==> src/rtl/mem_port_arbiter_pkg.sv <==
// Shared definitions for the unified memory port arbiter: default bus
// widths, run-counter sizing and the response FSM state encoding.
package mem_port_arbiter_pkg;

    localparam int ABITS_DEF  = 12;
    localparam int DBITS_DEF  = 16;
    localparam int MAXRUN_DEF = 3;

    // Run counter is 3 bits wide, so MAXRUN may range 0..7.
    localparam int RUN_BITS = 3;

    // Type of the access issued in the previous cycle; decides which
    // requester receives the memory's synchronous read data this cycle.
    typedef enum logic [1:0] {
        ST_IDLE = 2'd0,
        ST_RD_F = 2'd1,
        ST_RD_D = 2'd2,
        ST_WR_D = 2'd3
    } arb_state_t;

endpackage

==> src/rtl/mem_port_arbiter_if.sv <==
// Bundle of the fetch, data and memory-array signals around the arbiter.
// master: pipeline stages plus memory array; slave: the arbiter itself.
interface mem_port_arbiter_if #(
    parameter int ABITS = mem_port_arbiter_pkg::ABITS_DEF,
    parameter int DBITS = mem_port_arbiter_pkg::DBITS_DEF
) ();

    logic             f_req;
    logic [ABITS-1:0] f_addr;
    logic             f_gnt;
    logic             f_rvalid;
    logic [DBITS-1:0] f_rdata;

    logic             d_req;
    logic             d_we;
    logic [ABITS-1:0] d_addr;
    logic [DBITS-1:0] d_wdata;
    logic             d_gnt;
    logic             d_rvalid;
    logic [DBITS-1:0] d_rdata;

    logic [ABITS-1:0] m_addr;
    logic             m_we;
    logic [DBITS-1:0] m_din;
    logic [DBITS-1:0] m_dout;

    modport slave (
        input  f_req, f_addr, d_req, d_we, d_addr, d_wdata, m_dout,
        output f_gnt, f_rvalid, f_rdata, d_gnt, d_rvalid, d_rdata,
               m_addr, m_we, m_din
    );

    modport master (
        output f_req, f_addr, d_req, d_we, d_addr, d_wdata, m_dout,
        input  f_gnt, f_rvalid, f_rdata, d_gnt, d_rvalid, d_rdata,
               m_addr, m_we, m_din
    );

endinterface

==> src/rtl/mem_port_arbiter_run_limiter.sv <==
// Two-requester conflict resolver. The burst requester wins conflicts
// until it has taken MAXRUN consecutive grants while the waiting
// requester was pending; then the waiting requester is served once.
module run_limiter
    import mem_port_arbiter_pkg::*;
#(
    parameter int MAXRUN = MAXRUN_DEF
) (
    input  logic clk,
    input  logic rst,
    input  logic wait_req,
    input  logic burst_req,
    output logic wait_gnt,
    output logic burst_gnt
);

    localparam logic [RUN_BITS-1:0] RUN_MAX = '1;

    logic [RUN_BITS-1:0] run;
    logic                burst_wins;

    // Winner selection; nothing is granted while reset is held.
    always_comb begin
        burst_wins = (run < RUN_BITS'(MAXRUN));
        wait_gnt   = ~rst & wait_req  & ~(burst_req & burst_wins);
        burst_gnt  = ~rst & burst_req & ~(wait_req & ~burst_wins);
    end

    // Count burst grants taken over a waiting requester; any other outcome clears.
    always_ff @(posedge clk or posedge rst) begin
        if (rst) begin
            run <= '0;
        end else if (wait_req && burst_req && burst_wins) begin
            run <= (run == RUN_MAX) ? run : run + 1'b1;
        end else begin
            run <= '0;
        end
    end

endmodule

==> src/rtl/mem_port_arbiter.sv <==
// Shares the single read/write port of the unified instruction/data
// memory between fetch and load/store, one access per cycle, and routes
// the one-cycle-late read data back to whoever issued the read.
module mem_port_arbiter
    import mem_port_arbiter_pkg::*;
#(
    parameter int ABITS  = ABITS_DEF,
    parameter int DBITS  = DBITS_DEF,
    parameter int MAXRUN = MAXRUN_DEF
) (
    input  logic               clk,
    input  logic               rst,
    mem_port_arbiter_if.slave  bus
);

    arb_state_t       state;
    logic             f_gnt;
    logic             d_gnt;
    logic [ABITS-1:0] addr_sel;
    logic [ABITS-1:0] addr_hold;
    logic             f_rvalid;
    logic             d_rvalid;

    run_limiter #(
        .MAXRUN (MAXRUN)
    ) u_run_limiter (
        .clk       (clk),
        .rst       (rst),
        .wait_req  (bus.f_req),
        .burst_req (bus.d_req),
        .wait_gnt  (f_gnt),
        .burst_gnt (d_gnt)
    );

    // Memory address follows the winner; with no grant the last address is kept.
    always_comb begin
        addr_sel = addr_hold;
        if (f_gnt) begin
            addr_sel = bus.f_addr;
        end else if (d_gnt) begin
            addr_sel = bus.d_addr;
        end
    end

    // Remember the most recent address driven to the array.
    always_ff @(posedge clk or posedge rst) begin
        if (rst) begin
            addr_hold <= '0;
        end else begin
            addr_hold <= addr_sel;
        end
    end

    // Response FSM: record what was issued so next cycle's data goes to the right stage.
    always_ff @(posedge clk or posedge rst) begin
        if (rst) begin
            state <= ST_IDLE;
        end else if (f_gnt) begin
            state <= ST_RD_F;
        end else if (d_gnt) begin
            state <= bus.d_we ? ST_WR_D : ST_RD_D;
        end else begin
            state <= ST_IDLE;
        end
    end

    assign f_rvalid = (state == ST_RD_F);
    assign d_rvalid = (state == ST_RD_D);

    assign bus.f_gnt    = f_gnt;
    assign bus.d_gnt    = d_gnt;
    assign bus.m_addr   = addr_sel;
    assign bus.m_we     = d_gnt & bus.d_we;
    assign bus.m_din    = bus.d_wdata;
    assign bus.f_rvalid = f_rvalid;
    assign bus.d_rvalid = d_rvalid;
    assign bus.f_rdata  = f_rvalid ? bus.m_dout : '0;
    assign bus.d_rdata  = d_rvalid ? bus.m_dout : '0;

endmodule
==> src/flat_wrapper.sv <==
// flat-port wrapper written by rule: the top's interface ports become plain ports
module mem_port_arbiter_flat import mem_port_arbiter_pkg::*;
#(
    parameter int ABITS  = ABITS_DEF,
    parameter int DBITS  = DBITS_DEF,
    parameter int MAXRUN = MAXRUN_DEF
)
  (clk, rst, bus_f_req, bus_f_addr, bus_d_req, bus_d_we, bus_d_addr, bus_d_wdata, bus_m_dout, bus_f_gnt, bus_f_rvalid, bus_f_rdata, bus_d_gnt, bus_d_rvalid, bus_d_rdata, bus_m_addr, bus_m_we, bus_m_din);
  mem_port_arbiter_if #(.ABITS(ABITS), .DBITS(DBITS)) bus_i ();
  input  logic clk;
  input  logic rst;
  input wire logic [$bits(bus_i.f_req)-1:0] bus_f_req;
  input wire logic [$bits(bus_i.f_addr)-1:0] bus_f_addr;
  input wire logic [$bits(bus_i.d_req)-1:0] bus_d_req;
  input wire logic [$bits(bus_i.d_we)-1:0] bus_d_we;
  input wire logic [$bits(bus_i.d_addr)-1:0] bus_d_addr;
  input wire logic [$bits(bus_i.d_wdata)-1:0] bus_d_wdata;
  input wire logic [$bits(bus_i.m_dout)-1:0] bus_m_dout;
  output wire logic [$bits(bus_i.f_gnt)-1:0] bus_f_gnt;
  output wire logic [$bits(bus_i.f_rvalid)-1:0] bus_f_rvalid;
  output wire logic [$bits(bus_i.f_rdata)-1:0] bus_f_rdata;
  output wire logic [$bits(bus_i.d_gnt)-1:0] bus_d_gnt;
  output wire logic [$bits(bus_i.d_rvalid)-1:0] bus_d_rvalid;
  output wire logic [$bits(bus_i.d_rdata)-1:0] bus_d_rdata;
  output wire logic [$bits(bus_i.m_addr)-1:0] bus_m_addr;
  output wire logic [$bits(bus_i.m_we)-1:0] bus_m_we;
  output wire logic [$bits(bus_i.m_din)-1:0] bus_m_din;
  assign bus_i.f_req = bus_f_req;
  assign bus_i.f_addr = bus_f_addr;
  assign bus_i.d_req = bus_d_req;
  assign bus_i.d_we = bus_d_we;
  assign bus_i.d_addr = bus_d_addr;
  assign bus_i.d_wdata = bus_d_wdata;
  assign bus_i.m_dout = bus_m_dout;
  assign bus_f_gnt = bus_i.f_gnt;
  assign bus_f_rvalid = bus_i.f_rvalid;
  assign bus_f_rdata = bus_i.f_rdata;
  assign bus_d_gnt = bus_i.d_gnt;
  assign bus_d_rvalid = bus_i.d_rvalid;
  assign bus_d_rdata = bus_i.d_rdata;
  assign bus_m_addr = bus_i.m_addr;
  assign bus_m_we = bus_i.m_we;
  assign bus_m_din = bus_i.m_din;
  mem_port_arbiter #(.ABITS(ABITS), .DBITS(DBITS), .MAXRUN(MAXRUN)) u_core (.clk(clk), .rst(rst), .bus(bus_i));
endmodule
==> config.mk <==
export PLATFORM = sky130hd
export DESIGN_NAME = mem_port_arbiter_flat
export DESIGN_NICKNAME = d
export VERILOG_FILES = /design/src/rtl/mem_port_arbiter_pkg.sv /design/src/rtl/mem_port_arbiter_if.sv /design/src/rtl/mem_port_arbiter_run_limiter.sv /design/src/rtl/mem_port_arbiter.sv /design/src/flat_wrapper.sv
export SDC_FILE = /design/constraint.sdc
export NUM_CORES = 1
export LEC_CHECK = 0
export CORE_UTILIZATION = 29
export CTS_CLUSTER_DIAMETER = 50
export DETAILED_ROUTE_END_ITERATION = 8
export PLACE_DENSITY_LB_ADDON = 0.12
export REMOVE_ABC_BUFFERS = 1
export SLEW_MARGIN = 20
export SYNTH_ARGS = -nofsm -noshare
export SYNTH_HDL_FRONTEND = slang
export SYNTH_HIERARCHICAL = 1
export SYNTH_SLANG_ARGS = --single-unit
export TNS_END_PERCENT = 5
==> constraint.sdc <==
create_clock -name clk -period 1.9 [get_ports clk]
set_input_delay 0.19 -clock clk [delete_from_list [all_inputs] [get_ports clk]]
set_output_delay 0.19 -clock clk [all_outputs]
set_load 0.02 [all_outputs]
# ---- Yosys cells after proc, flatten, opt, wreduce, memory -nomap -nowiden
# Index checks and enable logic that the tools add are counted.
dict set report totals {
  regBits 17
  in_bits 61
  output_inout_bits 65
  elab_cells 31
}
dict set report classes {
  add_sub_neg 1
  n_lt_le_gt_ge 1
  eq_ne 4
  muxes 9
  bitwise_logic 11
  n_reduce_logical 2
}
# cell n
set op_table {}
lappend op_table {{$mux W16} 2}
lappend op_table {{$mux W12} 2}
lappend op_table {{$and A1 B1 Y1} 7}
lappend op_table {{$mux W3} 2}
lappend op_table {{$mux W2} 2}
lappend op_table {{$not A1 Y1} 4}
lappend op_table {{$add A3 B1 Y3 const B} 1}
lappend op_table {{$eq A3 B3 Y1 const B} 1}
lappend op_table {{$lt A3 B2 Y1 const B} 1}
lappend op_table {{$eq A2 B1 Y1 const B} 1}
lappend op_table {{$eq A2 B2 Y1 const B} 1}
lappend op_table {{$logic_and A1 B1 Y1} 2}
lappend op_table {{$ne A2 B2 Y1 const B} 1}
lappend op_table {{$mux W1} 1}

# ---- Longest topological paths before layout
dict set report logic_depth {
  depth_word 7
  ltp_mapped 6
  ltp_nobuf 4
}

# ---- Hierarchy
# Netlist, hierarchy kept.
# module instances cells_each area_per_inst_um2 seq_area_each_um2
set by_module_without_submodules {}
lappend by_module_without_submodules {mem_port_arbiter 1 110 1002.2 350.3}
lappend by_module_without_submodules {run_limiter 1 17 191.4 75.1}

# ---- Worst setup path after synthesis
# OpenSTA, ideal clock, no wires.
dict set report synth_timing {
  path_kind {register to output}
  startpoint {reg u_core.u_run_limiter.run[0]}
  endpoint {out bus_m_addr[11]}
  arrival_time_ps 1681
  required_time_ps 1710
  path_slack_ps 29
  path_stages_with_launch 6
  n_path_buf 1
  path_cell_list {dfrtp_1 -> a21oi_1 -> a21oi_1 -> buf_2 -> nand2_1 -> o21ai_0}
}
dict set report synth_via {
  elab_cells_between_ends 10
  classes_between {order compare: 1; mux: 2; bitwise: 7}
}
# element line
set synth_lines {}
lappend synth_lines {{from (decl)} mem_port_arbiter_run_limiter.sv:19} ;# logic [RUN_BITS-1:0] run;
lappend synth_lines {{from (signal assigned)} mem_port_arbiter_run_limiter.sv:34} ;# run <= (run == RUN_MAX) ? run : run + 1'b1;
lappend synth_lines {{$lt A3 B2 Y1} mem_port_arbiter_run_limiter.sv:24} ;# burst_wins = (run < RUN_BITS'(MAXRUN));
lappend synth_lines {{$and A1 B1 Y1} mem_port_arbiter_run_limiter.sv:25} ;# wait_gnt = ~rst & wait_req & ~(burst_req & burst_wins);
lappend synth_lines {{$not A1 Y1} mem_port_arbiter_run_limiter.sv:25}
lappend synth_lines {{$and A1 B1 Y1} mem_port_arbiter_run_limiter.sv:25}
lappend synth_lines {{named net bus_f_gnt} flat_wrapper.sv:19} ;# output wire logic [$bits(bus_i.f_gnt)-1:0] bus_f_gnt;
lappend synth_lines {{$mux W12} mem_port_arbiter.sv:38} ;# if (f_gnt) begin
lappend synth_lines {{to (decl)} flat_wrapper.sv:25} ;# output wire logic [$bits(bus_i.m_addr)-1:0] bus_m_addr;
# The timed path passes the listed nets, and every way through them passes these cells.

# ---- Worst setup path in the final report
dict set report layout_timing {
  startpoint {reg u_core.u_run_limiter.run[1]}
  endpoint {out bus_m_addr[6]}
}
dict set report layout_via {
  elab_chain_len 7
  elab_cells_between_ends 10
  classes_between {order compare: 1; mux: 2; bitwise: 7}
}
# element line
set layout_lines {}
lappend layout_lines {{$lt A3 B2 Y1 *} mem_port_arbiter_run_limiter.sv:24}
lappend layout_lines {{$not A1 Y1} mem_port_arbiter_run_limiter.sv:26} ;# burst_gnt = ~rst & burst_req & ~(wait_req & ~burst_wins);
lappend layout_lines {{$and A1 B1 Y1} mem_port_arbiter_run_limiter.sv:26}
lappend layout_lines {{$not A1 Y1} mem_port_arbiter_run_limiter.sv:26}
lappend layout_lines {{$and A1 B1 Y1} mem_port_arbiter_run_limiter.sv:26}
lappend layout_lines {{$mux W12} mem_port_arbiter.sv:40} ;# end else if (d_gnt) begin
lappend layout_lines {{$mux W12 *} mem_port_arbiter.sv:38}
# Mark *: on every way between the ends. The rest lies on a longest branch, timed or not.

==> results.toml <==
[outcome]
status = "complete, no violations"

[route]
routed_wl_microns = 3520
wl_per_cell_microns = 13.4
ant_nets = 0
viasPerCell = 4.56
dr.pass1.iters = 4
drc = 0
drt_iter0_drc = 16
vias = 1196

[job]
cap_violations = 0

[worst_setup_path]
crit_end = "bus_m_addr[6]"
reg2reg_depth = 5
ff2ff_setup_slack_ns = 0.30
crit_arrival_ns = 1.70
r2r_end = "u_core/u_run_limiter/run[2]"
critPathLaunch = "u_core/u_run_limiter/run[1]"
crit_type = "reg2out"
start_kind = "flop"
cp-end-kind = "output pin"
r2r_start = "u_core/u_run_limiter/run[0]"
path_max_fanout = 8
required_ns = 1.71

[logic_synthesis]
syn_inst = 127
synth_area_sq_mm = 0.00119
async_flop_share = 1.00
ys_seq_elements = 17
yosys.cell_types.count = 22
synth-main-ff-cell = "dfrtp_1"
seq_area_frac_synth = 0.356
avgSynthCellArea_sq_um = 9.40
ys_warn_count = 6
synth_edf_count = 0

[cells_and_area]
drive_gt1_frac = 0.164
final_nets = 278
final_core_util = 0.556
final_common_cell = "clkdlybuf4s50_1"
final_cell_mix = "clkdlybuf4s50_1 (46), and2_1 (33), dlygate4sd2_1 (28)"
areaGrowthSynthToFinish_pct = 76.8
n_antenna_cell = 0

[sta]
hold_violations = 0
hold_ws_ns = 0.285
fin_ws_ns = 0.0147
max_freq_mhz = 530
finalCritPeriodShare = 0.992
slew_headroom = 0.639
fin_crit_ns = 1.89
tightest_slew_ns = 0.542
fin_skew_ns = 0.00229
finalSetupViolations = 0
report.final.slew_viol_count = 0
rsz0062_at_grt = "yes"

[clock_network]
cts.htree.levels = 1
clock_latency_ns = 0.25
cts_root_buf = "clkbuf_8"
post_cts_buffers = 0
cts_tree = "built"
clock_path_buffers = 2
cts_buffers = 3
clkTransAtPathRegs_ns = 0.06
cts_sinks = 17

[pwr]
p_leak_nw = 1.13
power_density_mw_per_mm2 = 541
ir_worst_vdd_mv = 0.549
total_power_mw = 1.14

[floorplanning]
rows = 22
io_pins = 126
die_h_microns = 66.2
die_w_microns = 66.2
dieArea_sq_mm = 0.00438
coreArea_sq_mm = 0.00380
start_util = 0.314

[global_route]
grt_max_degree = 25
use_met3 = 0.100
busiest_layer = "met2"
antenna_found_initial = 0
grt_use_total = 0.164
grt_pass1_vias = 1225
grtUsageMet2 = 0.267
grt_overflow = 0
grt_util_met1 = 0.168
grt_pass1_wl_microns = 5410

[placed_design]
portBuffers = 93
gp_congestion = 0.673
pre_cts_ws_ns = -0.438
dp.final_hpwl_microns = 2780

[worst_hold_path]
min_path_type = "in2async"
[registers in the layout (all words and copies together), names as in the netlist]
register and flops:
u_core/u_run_limiter/run 3, u_core/addr_hold 12, u_core/state 2
[synth_stat cells, types with 3 or more instances]
| library cell | count | area [sq um] |
|---|---|---|
| and2_1 | 33 | 206 |
| and4_1 | 3 | 26.3 |
| buf_4 | 17 | 128 |
| dfrtp_1 | 17 | 425 |
| inv_1 | 3 | 11.3 |
| mux2i_1 | 12 | 120 |
| nand2_1 | 12 | 45.0 |
| o21ai_0 | 3 | 15.0 |
| o21ai_1 | 9 | 45.0 |
[through the flow]
stage / TNS (ns) / instance area [sq um] / instances
final: 0 / 2110 / 262
after global routing: -0.766 / 2110 / 262
after CTS: -1.08 / 2110 / 262
after detailed placement: -4.30 / 2110 / 258
after global placement: -4.21 / 2110 / 258
after floorplan: -12.67 / 1010 / 105
[final cells by class]
type	instances	area (sq um)
sequential	17	425
tap	48	60.1
multi-input combinational	85	599
clock buffer	4	45.0
inverter	3	11.3
fill	367	1690
timing repair buffer	105	970
[worst max-delay path, stage by stage, from the launching register on]
cell and delay [ns]:
dfrtp_1 0.39, a21oi_2 0.13, buf_4 0.15, o211a_4 0.17, buf_8 0.13, mux2i_2 0.22
o21ai_2 0.08, buf_4 0.16
[logic make-up (layout without fill, tap and decap cells)]
logic type,after synthesis,in the layout,share of synthesized area
and+or+nand+nor,53,53,0.268
buffers and inverters,25,112,0.160
DFF,17,17,0.356
AOI/OAI and AO/OA,15,15,0.0671
muxes,14,14,0.119
adders and majority gates,2,2,0.0210
xor gates and xnor gates,1,1,0.00734
[repair_timing]
item | in CTS | in global routing
setup endpoints to repair | 41 | 20
resized for setup | 74 | 29
hold buffers | 0 | 0
[metal layers]
metal / part of all wire / wire, microns / up-vias
met1: 0.38 / 1350 / 529
met2: 0.45 / 1590 / 87
met4: 0.011 / 40 / 0
met5: 0 / 0 / -
met3: 0.15 / 541 / 5
li1: - / - / 575
[where the power goes]
part | total, mW | internal (mW) | switching [mW]
clock network | 0.270 | 0.149 | 0.121
registers | 0.423 | 0.408 | 0.0146
logic | 0.450 | 0.228 | 0.221
[worst min-delay path by stage]
stage / to / cells past startpoint / start
floorplan: u_core/u_run_limiter/run[0] / 1 / rst
global placement: bus_m_din[9] / 0 / bus_d_wdata[9]
detailed placement: bus_m_din[9] / 0 / bus_d_wdata[9]
CTS: u_core/u_run_limiter/run[2] / 3 / rst
global route: u_core/u_run_limiter/run[0] / 3 / rst
finish: u_core/u_run_limiter/run[2] / 3 / rst
No activity file was read; power rests on OpenSTA's default activity.
